--- config.mk ---
export PLATFORM = sky130hd
export DESIGN_NAME = swervolf_ram_gate
export DESIGN_NICKNAME = d
export VERILOG_FILES = /design/src/rtl/swervolf_ram_gate_pkg.sv /design/src/rtl/swervolf_ram_gate_axi_err_slave.sv /design/src/rtl/swervolf_ram_gate.sv
export SDC_FILE = /design/constraint.sdc
export NUM_CORES = 1
export LEC_CHECK = 0
export BUFFER_PORTS_ARGS = -buffer_cell sky130_fd_sc_hd__buf_4
export CAP_MARGIN = 30
export CELL_PAD_IN_SITES_DETAIL_PLACEMENT = 2
export CELL_PAD_IN_SITES_GLOBAL_PLACEMENT = 2
export CORE_AREA = 3 3 210 212
export DETAILED_ROUTE_END_ITERATION = 16
export DIE_AREA = 0 0 213 215
export GPL_ROUTABILITY_DRIVEN = 0
export PLACE_DENSITY_LB_ADDON = 0.1
export SYNTH_ARGS = -nofsm -noshare
export SYNTH_HDL_FRONTEND = slang
export SYNTH_SLANG_ARGS = --single-unit
--- constraint.sdc ---
create_clock -name i_clk -period 4.9 [get_ports i_clk]
set_input_delay 0.49 -clock i_clk [delete_from_list [all_inputs] [get_ports i_clk]]
set_output_delay 0.49 -clock i_clk [all_outputs]
set_load 0.03 [all_outputs]
--- src/rtl/swervolf_ram_gate_pkg.sv ---
// Shared types for the RAM gate: FSM states, status encodings and AXI responses.
package swervolf_ram_gate_pkg;

  typedef enum logic [1:0] {
    ST_WAIT_INIT = 2'b00,
    ST_PASS      = 2'b01,
    ST_ERR       = 2'b10
  } state_t;

  localparam logic [1:0] STATUS_WAIT_INIT = 2'b00;
  localparam logic [1:0] STATUS_PASS      = 2'b01;
  localparam logic [1:0] STATUS_ERR       = 2'b10;

  localparam logic [1:0] RESP_OKAY   = 2'b00;
  localparam logic [1:0] RESP_SLVERR = 2'b10;

  function automatic logic [1:0] status_of(input state_t s);
    logic [1:0] st;
    st = STATUS_WAIT_INIT;
    case (s)
      ST_PASS: st = STATUS_PASS;
      ST_ERR:  st = STATUS_ERR;
      default: st = STATUS_WAIT_INIT;
    endcase
    return st;
  endfunction

endpackage

--- src/rtl/swervolf_ram_gate_axi_err_slave.sv ---
// AXI error slave: answers every write with one SLVERR B and every read with
// arlen+1 zero-data SLVERR beats; one outstanding transaction per direction.
module swervolf_axi_err_slave
  import swervolf_ram_gate_pkg::*;
#(
  parameter int ID_WIDTH = 6
) (
  input  logic                clk,
  input  logic                rst,
  input  logic                en,
  input  logic [ID_WIDTH-1:0] awid,
  input  logic                awvalid,
  output logic                awready,
  input  logic                wlast,
  input  logic                wvalid,
  output logic                wready,
  output logic [ID_WIDTH-1:0] bid,
  output logic [1:0]          bresp,
  output logic                bvalid,
  input  logic                bready,
  input  logic [ID_WIDTH-1:0] arid,
  input  logic [7:0]          arlen,
  input  logic                arvalid,
  output logic                arready,
  output logic [ID_WIDTH-1:0] rid,
  output logic [63:0]         rdata,
  output logic [1:0]          rresp,
  output logic                rlast,
  output logic                rvalid,
  input  logic                rready
);

  logic                wr_pend;
  logic                b_pend;
  logic [ID_WIDTH-1:0] wr_id;
  logic                rd_pend;
  logic [ID_WIDTH-1:0] rd_id;
  logic [7:0]          rd_len;
  logic [7:0]          beat;

  logic aw_hs, w_hs, b_hs, ar_hs, r_hs;

  assign awready = en & ~wr_pend;
  assign wready  = en & wr_pend & ~b_pend;
  assign bvalid  = en & b_pend;
  assign bid     = wr_id;
  assign bresp   = RESP_SLVERR;

  assign arready = en & ~rd_pend;
  assign rvalid  = en & rd_pend;
  assign rlast   = rd_pend & (beat == rd_len);
  assign rid     = rd_id;
  assign rdata   = '0;
  assign rresp   = RESP_SLVERR;

  assign aw_hs = awvalid & awready;
  assign w_hs  = wvalid & wready;
  assign b_hs  = bvalid & bready;
  assign ar_hs = arvalid & arready;
  assign r_hs  = rvalid & rready;

  // Clearing whenever disabled guarantees nothing is left in flight after a reset.
  always_ff @(posedge clk) begin
    if (rst || !en) begin
      wr_pend <= 1'b0;
      b_pend  <= 1'b0;
      wr_id   <= '0;
    end else begin
      if (aw_hs) begin
        wr_pend <= 1'b1;
        wr_id   <= awid;
      end
      if (w_hs && wlast) begin
        b_pend <= 1'b1;
      end
      if (b_hs) begin
        b_pend  <= 1'b0;
        wr_pend <= 1'b0;
      end
    end
  end

  always_ff @(posedge clk) begin
    if (rst || !en) begin
      rd_pend <= 1'b0;
      rd_id   <= '0;
      rd_len  <= '0;
      beat    <= '0;
    end else if (ar_hs) begin
      rd_pend <= 1'b1;
      rd_id   <= arid;
      rd_len  <= arlen;
      beat    <= '0;
    end else if (r_hs) begin
      if (rlast) begin
        rd_pend <= 1'b0;
      end else begin
        beat <= beat + 8'd1;
      end
    end
  end

endmodule

--- src/rtl/swervolf_ram_gate.sv ---
// Holds the AXI path to the DDR controller closed until calibration finishes, then
// either wires slave to master combinationally or answers everything with SLVERR.
module swervolf_ram_gate
  import swervolf_ram_gate_pkg::*;
#(
  parameter int          ID_WIDTH     = 6,
  parameter logic [31:0] INIT_TIMEOUT = 32'd50_000_000
) (
  input  logic                i_clk,
  input  logic                i_rst,
  input  logic                i_init_done,
  input  logic                i_init_error,
  output logic [1:0]          o_status,

  input  logic [ID_WIDTH-1:0] i_s_awid,
  input  logic [31:0]         i_s_awaddr,
  input  logic [7:0]          i_s_awlen,
  input  logic [2:0]          i_s_awsize,
  input  logic [1:0]          i_s_awburst,
  input  logic                i_s_awvalid,
  output logic                o_s_awready,
  input  logic [63:0]         i_s_wdata,
  input  logic [7:0]          i_s_wstrb,
  input  logic                i_s_wlast,
  input  logic                i_s_wvalid,
  output logic                o_s_wready,
  output logic [ID_WIDTH-1:0] o_s_bid,
  output logic [1:0]          o_s_bresp,
  output logic                o_s_bvalid,
  input  logic                i_s_bready,
  input  logic [ID_WIDTH-1:0] i_s_arid,
  input  logic [31:0]         i_s_araddr,
  input  logic [7:0]          i_s_arlen,
  input  logic [2:0]          i_s_arsize,
  input  logic [1:0]          i_s_arburst,
  input  logic                i_s_arvalid,
  output logic                o_s_arready,
  output logic [ID_WIDTH-1:0] o_s_rid,
  output logic [63:0]         o_s_rdata,
  output logic [1:0]          o_s_rresp,
  output logic                o_s_rlast,
  output logic                o_s_rvalid,
  input  logic                i_s_rready,

  output logic [ID_WIDTH-1:0] o_m_awid,
  output logic [31:0]         o_m_awaddr,
  output logic [7:0]          o_m_awlen,
  output logic [2:0]          o_m_awsize,
  output logic [1:0]          o_m_awburst,
  output logic                o_m_awvalid,
  input  logic                i_m_awready,
  output logic [63:0]         o_m_wdata,
  output logic [7:0]          o_m_wstrb,
  output logic                o_m_wlast,
  output logic                o_m_wvalid,
  input  logic                i_m_wready,
  input  logic [ID_WIDTH-1:0] i_m_bid,
  input  logic [1:0]          i_m_bresp,
  input  logic                i_m_bvalid,
  output logic                o_m_bready,
  output logic [ID_WIDTH-1:0] o_m_arid,
  output logic [31:0]         o_m_araddr,
  output logic [7:0]          o_m_arlen,
  output logic [2:0]          o_m_arsize,
  output logic [1:0]          o_m_arburst,
  output logic                o_m_arvalid,
  input  logic                i_m_arready,
  input  logic [ID_WIDTH-1:0] i_m_rid,
  input  logic [63:0]         i_m_rdata,
  input  logic [1:0]          i_m_rresp,
  input  logic                i_m_rlast,
  input  logic                i_m_rvalid,
  output logic                o_m_rready
);

  state_t      state;
  state_t      state_nxt;
  logic [31:0] cnt;
  logic        timeout_hit;
  logic        pass;
  logic        err;

  logic                e_awready, e_wready, e_bvalid, e_arready, e_rvalid, e_rlast;
  logic [ID_WIDTH-1:0] e_bid, e_rid;
  logic [1:0]          e_bresp, e_rresp;
  logic [63:0]         e_rdata;

  assign timeout_hit = (INIT_TIMEOUT != 32'd0) && (cnt == INIT_TIMEOUT - 32'd1);

  always_ff @(posedge i_clk) begin
    if (i_rst) begin
      state <= ST_WAIT_INIT;
      cnt   <= '0;
    end else begin
      state <= state_nxt;
      if (state == ST_WAIT_INIT) begin
        cnt <= cnt + 32'd1;
      end
    end
  end

  // Error takes priority over done; PASS and ERR only leave through reset.
  always_comb begin
    state_nxt = state;
    case (state)
      ST_WAIT_INIT: begin
        if (i_init_error || timeout_hit) begin
          state_nxt = ST_ERR;
        end else if (i_init_done) begin
          state_nxt = ST_PASS;
        end
      end
      default: state_nxt = state;
    endcase
  end

  assign o_status = status_of(state);
  assign pass     = (state == ST_PASS);
  assign err      = (state == ST_ERR);

  swervolf_axi_err_slave #(
    .ID_WIDTH (ID_WIDTH)
  ) u_err (
    .clk     (i_clk),
    .rst     (i_rst),
    .en      (err),
    .awid    (i_s_awid),
    .awvalid (i_s_awvalid),
    .awready (e_awready),
    .wlast   (i_s_wlast),
    .wvalid  (i_s_wvalid),
    .wready  (e_wready),
    .bid     (e_bid),
    .bresp   (e_bresp),
    .bvalid  (e_bvalid),
    .bready  (i_s_bready),
    .arid    (i_s_arid),
    .arlen   (i_s_arlen),
    .arvalid (i_s_arvalid),
    .arready (e_arready),
    .rid     (e_rid),
    .rdata   (e_rdata),
    .rresp   (e_rresp),
    .rlast   (e_rlast),
    .rvalid  (e_rvalid),
    .rready  (i_s_rready)
  );

  // Payloads flow through unconditionally; only the handshake wires are gated.
  assign o_m_awid    = i_s_awid;
  assign o_m_awaddr  = i_s_awaddr;
  assign o_m_awlen   = i_s_awlen;
  assign o_m_awsize  = i_s_awsize;
  assign o_m_awburst = i_s_awburst;
  assign o_m_wdata   = i_s_wdata;
  assign o_m_wstrb   = i_s_wstrb;
  assign o_m_wlast   = i_s_wlast;
  assign o_m_arid    = i_s_arid;
  assign o_m_araddr  = i_s_araddr;
  assign o_m_arlen   = i_s_arlen;
  assign o_m_arsize  = i_s_arsize;
  assign o_m_arburst = i_s_arburst;

  assign o_m_awvalid = pass & i_s_awvalid;
  assign o_m_wvalid  = pass & i_s_wvalid;
  assign o_m_bready  = pass & i_s_bready;
  assign o_m_arvalid = pass & i_s_arvalid;
  assign o_m_rready  = pass & i_s_rready;

  assign o_s_awready = pass ? i_m_awready : (err & e_awready);
  assign o_s_wready  = pass ? i_m_wready  : (err & e_wready);
  assign o_s_bvalid  = pass ? i_m_bvalid  : (err & e_bvalid);
  assign o_s_arready = pass ? i_m_arready : (err & e_arready);
  assign o_s_rvalid  = pass ? i_m_rvalid  : (err & e_rvalid);

  assign o_s_bid   = err ? e_bid   : i_m_bid;
  assign o_s_bresp = err ? e_bresp : i_m_bresp;
  assign o_s_rid   = err ? e_rid   : i_m_rid;
  assign o_s_rdata = err ? e_rdata : i_m_rdata;
  assign o_s_rresp = err ? e_rresp : i_m_rresp;
  assign o_s_rlast = err ? e_rlast : i_m_rlast;

endmodule

---- Word-level counts from Yosys, hierarchy flattened ----
Index checks and enable logic that the tools add are counted.
storage, ports and cells
  register bits ........................... 65
  input port bits ......................... 270
  output and inout bits ................... 268
  logic and storage cells ................. 71
operators by class
  add/subtract/negate cells ............... 2
  equality and inequality tests ........... 4
  muxes and demuxes ....................... 17
  bitwise operators ....................... 26
  reductions and logical operators ........ 13
operators by type and width
  operator                                          count
  2-to-1 mux 64 bit                                 1
  adder 32 x 1 -> 32 bit (second input constant)    1
  == test 32 x 26 -> 1 bit (second input constant)  1
  AND 1 bit                                         22
  2-to-1 mux 6 bit                                  2
  2-to-1 mux 1 bit                                  9
  adder 8 x 1 -> 8 bit (second input constant)      1
  == test 8 bit                                     1
  2-to-1 mux 2 bit                                  4
  AND reduction 2 bit                               3
  nonzero test 2 bit                                3
  inverter 1 bit                                    4
  one-hot mux 2 bit (2 select lines)                1
  OR reduction 2 bit                                2
  == test 2 x 1 -> 1 bit (second input constant)    1
  == test 2 bit (second input constant)             1
  zero test 2 bit                                   1
  logical OR 1 bit                                  2
  logical AND 1 bit                                 1
  zero test 1 bit                                   1

---- Depth between registers and ports, before layout ----
Gate-level depths: netlist of the first run.
  depth in word-level cells ............... 5
  gate-level depth with buffers ........... 7
  mapped depth without buffers ............ 5

---- Modules after synthesis ----
From an unflattened synthesis of the first run, not the netlist that was laid out.
second synthesis, totals
  cell total of the unflattened synthesis .. 713
  area total of the unflattened synthesis .. 5998.3 um^2
modules (own cells, without submodules)
  module                  times used  cells an instance  area an instance (um^2)  seq. area each (um^2)
  swervolf_ram_gate       1           473                4068.9                   680.7
  swervolf_axi_err_slave  1           240                1929.4                   620.6

---- Worst setup path before layout of the first run ----
Ideal clock, no wire load.
  path kind ............................... reg2out
  start point ............................. reg u_err.beat[2]
  end point ............................... out o_s_rlast
  arrival time ............................ 2090 ps
  data required time ...................... 4410 ps
  slack ................................... 2320 ps
  stages on the path, launching flop included .. 5
  cells stage by stage .................... dfxtp_1 > xor2_1 > nor4_1 > nand3_1 > o21ai_0
between the ends
  longest elaborated chain between the ends .. 3
ends and longest elaborated chain
  item                    line                                   text
  start, declared         swervolf_ram_gate_axi_err_slave.sv:39  logic [7:0] beat;
  start signal, assigned  swervolf_ram_gate_axi_err_slave.sv:98  beat <= beat + 8'd1;
  == test 8 bit           swervolf_ram_gate_axi_err_slave.sv:51  assign rlast = rd_pend & (beat == rd_len);
  AND 1 bit               swervolf_ram_gate_axi_err_slave.sv:51
  2-to-1 mux 1 bit        swervolf_ram_gate.sv:181               assign o_s_rlast = err ? e_rlast : i_m_rlast;
  end, declared           swervolf_ram_gate.sv:41                output logic o_s_rlast,
No other way between the ends.

---- Worst setup path after layout of the first run ----
  start point ............................. reg state[0]
  end point ............................... out o_s_bvalid
between the ends
  longest elaborated chain between the ends .. 4
  elaborated cells on any way between the ends .. 5
  those cells by class .................... 2 x eq/ne; 1 x mux; 2 x bitwise
ends and longest elaborated chain
  item                    line                                   text
  start, declared         swervolf_ram_gate.sv:76                state_t state;
  start signal, assigned  swervolf_ram_gate.sv:95                state <= state_nxt;
  == test 2 bit           swervolf_ram_gate.sv:119               assign err = (state == ST_ERR);
  AND 1 bit               swervolf_ram_gate_axi_err_slave.sv:45  assign bvalid = en & b_pend;
  AND 1 bit               swervolf_ram_gate.sv:172               assign o_s_bvalid = pass ? i_m_bvalid : (err & e_bvalid);
  2-to-1 mux 1 bit *      swervolf_ram_gate.sv:172
  end, declared           swervolf_ram_gate.sv:29                output logic o_s_bvalid,
Every way passes the cells marked *; elsewhere a longest branch is shown, timed or not.

==> results of run 1 <==
## routing by layer
metal / GRT usage / share of wire
met4: 0.02595 / 0.014
met2: 0.1603 / 0.47
met5: 0 / 0
met1: 0.1175 / 0.42
met3: 0.04011 / 0.093
## worst max-delay path by stage
stage | start | end | slack, ns
after detailed placement | state[0] | o_s_rvalid | 2.00
after global placement | state[0] | o_s_rvalid | 2.10
after CTS | state[0] | o_s_rvalid | 1.64
final | state[0] | o_s_bvalid | 1.76
after floorplan | u_err.beat[2] | o_s_rlast | 2.32
after global routing | state[0] | o_s_bvalid | 1.48
## synth_stat cells (3+ instances only)
library cell | count | share of area
sky130_fd_sc_hd__o41ai_1 | 6 | 0.010
sky130_fd_sc_hd__and2_1 | 72 | 0.090
sky130_fd_sc_hd__nand2_1 | 94 | 0.070
sky130_fd_sc_hd__o21ai_0 | 9 | 0.0090
sky130_fd_sc_hd__o21ai_1 | 3 | 0.0030
sky130_fd_sc_hd__nand2b_1 | 3 | 0.0037
sky130_fd_sc_hd__nand4_1 | 13 | 0.016
sky130_fd_sc_hd__mux2i_1 | 14 | 0.028
sky130_fd_sc_hd__clkbuf_1 | 26 | 0.019
sky130_fd_sc_hd__inv_1 | 9 | 0.0067
sky130_fd_sc_hd__mux2_1 | 4 | 0.0090
sky130_fd_sc_hd__dfxtp_1 | 65 | 0.26
sky130_fd_sc_hd__and3_1 | 4 | 0.0050
sky130_fd_sc_hd__nor2b_1 | 7 | 0.0087
sky130_fd_sc_hd__or2_2 | 3 | 0.0037
sky130_fd_sc_hd__nor4_1 | 7 | 0.0087
sky130_fd_sc_hd__a21oi_1 | 31 | 0.031
sky130_fd_sc_hd__or4_1 | 4 | 0.0060
sky130_fd_sc_hd__or3_1 | 17 | 0.021
sky130_fd_sc_hd__nor2_1 | 28 | 0.021
sky130_fd_sc_hd__buf_4 | 175 | 0.26
sky130_fd_sc_hd__nand3_1 | 8 | 0.0080
sky130_fd_sc_hd__xnor2_1 | 4 | 0.0070
sky130_fd_sc_hd__a22o_1 | 3 | 0.0052
sky130_fd_sc_hd__o311ai_1 | 6 | 0.010
sky130_fd_sc_hd__xor2_1 | 15 | 0.026
## layout make-up
cell class | count | area, um2 | share of cell area
Multi-Input combinational cell | 380 | 2262 | 0.3570
Clock buffer | 10 | 239.0 | 0.03771
Tap cell | 539 | 674.4 | 0.1064
Inverter | 11 | 41.29 | 0.006515
Clock inverter | 6 | 43.79 | 0.006910
Sequential cell | 65 | 1301 | 0.2053
Timing Repair Buffer | 236 | 1775 | 0.2802
## worst register-to-register path: cells and delay by family, from the launching register on
| kind | cells | cell delay (ns) |
|---|---|---|
| AOI/OAI and AO/OA | 1 | 0.17 |
| buffers and inverters | 2 | 0.93 |
| DFF | 1 | 0.55 |
| and+or+nand+nor | 3 | 1.01 |
## cell usage in the layout, fill, tap and decap left out, types with 3 or more instances in the layout
master and count:
sky130_fd_sc_hd__nand3_1 8, sky130_fd_sc_hd__or4_1 4, sky130_fd_sc_hd__o311ai_1 6, sky130_fd_sc_hd__xnor2_1 4, sky130_fd_sc_hd__dfxtp_1 65, sky130_fd_sc_hd__nor2b_1 7, sky130_fd_sc_hd__or3_1 17, sky130_fd_sc_hd__a22o_1 3
sky130_fd_sc_hd__o21ai_0 9, sky130_fd_sc_hd__and3_1 4, sky130_fd_sc_hd__inv_1 9, sky130_fd_sc_hd__buf_4 235, sky130_fd_sc_hd__or2_2 3, sky130_fd_sc_hd__nor4_1 6, sky130_fd_sc_hd__clkbuf_16 9, sky130_fd_sc_hd__a21oi_1 31
sky130_fd_sc_hd__o21ai_1 3, sky130_fd_sc_hd__and2_1 72, sky130_fd_sc_hd__clkinvlp_4 4, sky130_fd_sc_hd__xor2_1 15, sky130_fd_sc_hd__nor2_1 28, sky130_fd_sc_hd__nand4_1 13, sky130_fd_sc_hd__o41ai_1 6, sky130_fd_sc_hd__mux2_1 4
sky130_fd_sc_hd__mux2i_1 14, sky130_fd_sc_hd__nand2_1 94
## kinds of logic after synthesis
family | Yosys count | synth area share
and+or+nand+nor | 276 | 0.2904
DFF | 65 | 0.2590
adders and majority gates | 2 | 0.004981
muxes | 18 | 0.03686
buffers and inverters | 216 | 0.2954
xor gates and xnor gates | 19 | 0.03313
AOI/OAI and AO/OA | 65 | 0.08020
## power breakdown
part / switching [W] / internal (W)
logic: 0.000295 / 0.000198
clock network: 0.000254 / 0.000356
registers: 0.00000906 / 0.000535
## state kept, by name, summed over array words and instances (netlist names)
name           count
cnt               32
u_err.beat         8
state              2
u_err.wr_pend      1
u_err.rd_pend      1
u_err.b_pend       1
u_err.rid          6
u_err.rd_len       8
u_err.bid          6
## stage by stage
stage	power (W)	area (um2)	util	hold WS, ns	setup slack [ns]
after global placement	0.001055	6043	0.1434	0.4603	2.103
after CTS	0.001703	6337	0.1504	0.3464	1.638
after detailed placement	0.001060	6055	0.1437	0.4696	2.003
after global routing	0.001745	6337	0.1504	0.3748	1.480
final	0.001648	6337	0.1504	0.3655	1.761
after floorplan	0.001059	5024	-	0.4366	2.320
==> results.cfg, run 1 <==
[grt]
global_route.usage.total = 0.09762
via_count_of_the_first_global_routing_pass = 4900
grt_first_pass_wirelength_um = 33600
globalRoute.totalOverflow = 0
grt_max_degree = 78
grt_antenna_before_repair = 0

[power_and_ir_drop]
power_leakage_nw = 2.569
vdd_drop_max_mv = 0.1171
pwr_density_cell_nw_per_um2 = 260.0

[clocking]
clk-insertion-delay-late_ns = 0.33
cts_hold_repair.buffers = 0
cts-root-to-sink-buffers = 2
postCtsSetupRepairBufs = 0
clock_tree.htree_level_count = 3
clock-root-buffer = sky130_fd_sc_hd__clkbuf_16
cts-buffers-inserted = 9
cts.clk_slew.worst_paths_ns = 0.06
cts_resized = 0
clock-sinks = 65
clock_tree_from_tritoncts = done

[outcome]
result_of_the_run = completed

[timing]
setup_repair_after_global_routing_missed_its_margin = no
final.setup_skew_ns = 0.008157
timing_hold_violations_final = 0
timing.final.setup_violations = 0
period_share = 0.6407
tns_setup_ns = 0
number_of_slew_limit_violations_in_the_final_report = 0
worst_pin_slew_ns = 0.8589
clock.fmax_ghz = 0.3185
slew_headroom = 0.4243
period_needed_ns = 3.139

[synthesis]
synth_fp_nets = 933
sequential_cell_area_fraction_in_the_yosys_report = 0.2590
yosysWarningCount = 0
synthesized_netlist_cell_count = 661
synthesis.area_per_instance_um2 = 7.600
synth_ff_type = sky130_fd_sc_hd__dfxtp_1
netlist-cell-type-count = 49
ys_seq_elements = 65
async_reset_ff_frac = 0
post_synth_edffs = 0
syn_area_um2 = 5024

[critical_path]
worst_path_max_delay_cell = sky130_fd_sc_hd__buf_4
timing.reg2reg.worst_path_depth = 6
critical-path-top-delay-family = buffers and inverters
worst-endpoint-arrival_ns = 2.65
setup.worst_path.end_class = output port
r2r_start = state[0]
critPathRequiredTime_ns = 4.41
worstSetupPathDepth = 5
worst-r2r-setup-slack_ns = 2.16
critical-path-top-cell-by-count = sky130_fd_sc_hd__buf_4
critical_path.max_stage_delay_ns = 0.58
max_fanout_on_critical_path = 77
timing.critical_path.from_type = register
r2r-end = u_err.rid[2]
worst-path-buf-inv = 3
crit_path_cell_trace = nand2b_2 -> buf_4 -> inv_2 -> a22o_1 -> buf_4
path_class = register to output port

[finish]
final-instance-count-excl-fill = 1247
diodes = 0
layout-area-overhead-vs-synth_pct = 26.15
finalNetCount = 975
fraction_of_final_layout_cells_with_drive_strength_greater_than_1 = 0.3672
fillerInstances = 4995

[floorplanning]
ioPinCount = 538
num_rows = 75
initial_util = 0.1192
die_height_um = 215
fp.coreArea_um2 = 42130
die-width_um = 213
die-area_um2 = 45800

[min_path]
worstHoldPathType = primary input to register
hold_path_depth = 2
hp-start = i_s_bready
min_to = u_err.wr_pend

[routing]
first_iter_violations = 140
via_per_inst = 3.599
drt_pre_antenna_iters = 4
vias = 4488
wl_per_cell_um = 18.76
post_detailed_route_drc_marker_count = 0
final_routed_wirelength_across_all_metal_layers_um = 23390
ant_nets = 0

[place]
place_inst = 1231
place_hpwl_um = 19160
io_buffers = 229

[run]
cap_viol_max_count = 0
No activity file was read; power rests on OpenSTA's default activity.
==> inputs of run 2 (changes only) <==
- CORE_AREA: 3 3 210 212 -> 3 3 205 207
- DIE_AREA: 0 0 213 215 -> 0 0 208 210
- clock period: 4.9 -> 2.6 ns (I/O delays scaled with it)
==> results.cfg, run 2 (same netlist as run 1, synthesis figures left out) <==
[clocking]
clock_tree_from_tritoncts = done
cts-buffers-inserted = 9
postCtsSetupRepairBufs = 0
clock-sinks = 65
clock-root-buffer = sky130_fd_sc_hd__clkbuf_16
clock_tree.htree_level_count = 3
cts-root-to-sink-buffers = 2
cts_resized = 0
clk-insertion-delay-late_ns = 0.34
cts_hold_repair.buffers = 0
cts.clk_slew.worst_paths_ns = 0.06

[timing]
worst_pin_slew_ns = 0.6147
final.setup_skew_ns = 0.008778
clock.fmax_ghz = 0.4213
timing.final.setup_violations = 0
timing_hold_violations_final = 0
slew_headroom = 0.5890
layout_setup_ws_ns = 0.2266
period_needed_ns = 2.373
period_share = 0.9128
setup_repair_after_global_routing_missed_its_margin = no
tns_setup_ns = 0
number_of_slew_limit_violations_in_the_final_report = 0

[min_path]
hold_path_depth = 2
min_to = u_err.wr_pend
worstHoldPathType = primary input to register
hp-start = i_s_bready

[grt]
grt_first_pass_wirelength_um = 35670
globalRouteMet1Util = 0.1493
global_route.usage.total = 0.1102
grt_antenna_before_repair = 1
gr-max-usage-layer = met2
globalRoute.totalOverflow = 0
met2_track_demand_over_resource = 0.1630
via_count_of_the_first_global_routing_pass = 5040
global_routing_met3_resource_utilization = 0.04435
grt_max_degree = 86

[finish]
top_regs = cnt x32, u_err.beat x8, u_err.rd_len x8
regMostFlops = cnt
finalNetCount = 988
stdcell_area_um2 = 6440
fillerInstances = 4726
diodes = 0
most_frequent_cells_in_the_layout = sky130_fd_sc_hd__buf_4 (248), sky130_fd_sc_hd__nand2_1 (94), sky130_fd_sc_hd__and2_1 (72), sky130_fd_sc_hd__dfxtp_1 (65), sky130_fd_sc_hd__a21oi_1 (31)
layout.cells.most_common = sky130_fd_sc_hd__buf_4
largest_register_ffs = 32
fraction_of_final_layout_cells_with_drive_strength_greater_than_1 = 0.3759
layout-area-overhead-vs-synth_pct = 28.19

[routing]
via_per_inst = 3.651
vias = 4575
final_routed_wirelength_across_all_metal_layers_um = 25420
post_detailed_route_drc_marker_count = 0
wl_per_cell_um = 20.29
first_iter_violations = 114
drt_pre_antenna_iters = 4
ant_nets = 0

[critical_path]
r2r-end = cnt[20]
setup.worst_path.end_class = register
r2r_start = cnt[0]
path_class = register to register
worst-endpoint-arrival_ns = 2.65
crit_path_cell_trace = ha_1 -> and4bb_1 -> or4b_1 -> buf_4 -> or4_1 -> a21oi_1
timing.reg2reg.worst_path_depth = 6
worst-r2r-setup-slack_ns = 0.23
worst_path_max_delay_cell = sky130_fd_sc_hd__or4b_1
critical_path.max_stage_delay_ns = 0.61
worst-path-buf-inv = 1
max_fanout_on_critical_path = 9
critical-path-top-delay-family = simple AND/OR/NAND/NOR gates
timing.critical_path.from_type = register
critPathRequiredTime_ns = 2.87

[place]
place_worst_setup_slack_ns = 0.1885
placement.cell_area_um2 = 6151
io_buffers = 229
place_hpwl_um = 21190

[power_and_ir_drop]
vdd_drop_max_mv = 0.2526
power_leakage_nw = 2.649
pwr_density_cell_nw_per_um2 = 503.0

[floorplanning]
die_height_um = 210
fp.coreArea_um2 = 40550
initial_util = 0.1239
die-area_um2 = 43680
num_rows = 74
die-width_um = 208
ioPinCount = 538

[outcome]
result_of_the_run = completed

[run]
cap_viol_max_count = 0
## run 2: layout make-up
cell class | count | area, um2 | share of cell area
Multi-Input combinational cell | 380 | 2261 | 0.3511
Timing Repair Buffer | 249 | 1882 | 0.2922
Clock inverter | 5 | 56.30 | 0.008743
Inverter | 11 | 41.29 | 0.006411
Tap cell | 532 | 665.6 | 0.1034
Clock buffer | 11 | 232.7 | 0.03614
Sequential cell | 65 | 1301 | 0.2021
## run 2: worst max-delay path by stage
| stage | startpoint | depth (start not counted) | slack [ns] | end |
|---|---|---|---|---|
| CTS | cnt[0] | 6 | 0.19 | cnt[20] |
| global placement | cnt[0] | 6 | 0.22 | cnt[20] |
| global route | cnt[0] | 6 | 0.11 | cnt[20] |
| floorplan | u_err.beat[2] | 4 | 0.25 | o_s_rlast |
| detailed placement | cnt[0] | 6 | 0.19 | cnt[20] |
| finish | cnt[0] | 6 | 0.23 | cnt[20] |
## run 2: where the power goes
part | switching, W | total (W) | internal (W) | leakage, nW
sequential | 0.0000107 | 0.00102 | 0.00101 | 0.525
combinational | 0.000592 | 0.000979 | 0.000387 | 1.99
clock | 0.000499 | 0.00124 | 0.000742 | 0.139
## run 2: stage by stage
step / instances / hold WS [ns] / power [W] / util
after global routing: 1253 / 0.1294 / 0.003423 / 0.1588
after floorplan: 661 / 0.3590 / 0.001995 / -
after global placement: 1237 / 0.4470 / 0.002034 / 0.1517
final: 1253 / 0.1530 / 0.003239 / 0.1588
after detailed placement: 1237 / 0.4539 / 0.002042 / 0.1517
after CTS: 1253 / 0.1280 / 0.003336 / 0.1588
## run 2: routing by layer
metal / wire length (um) / share of wire
met5: 13 / 0.00051
met4: 467 / 0.018
met3: 2174 / 0.086
met2: 10870 / 0.43
met1: 11900 / 0.47
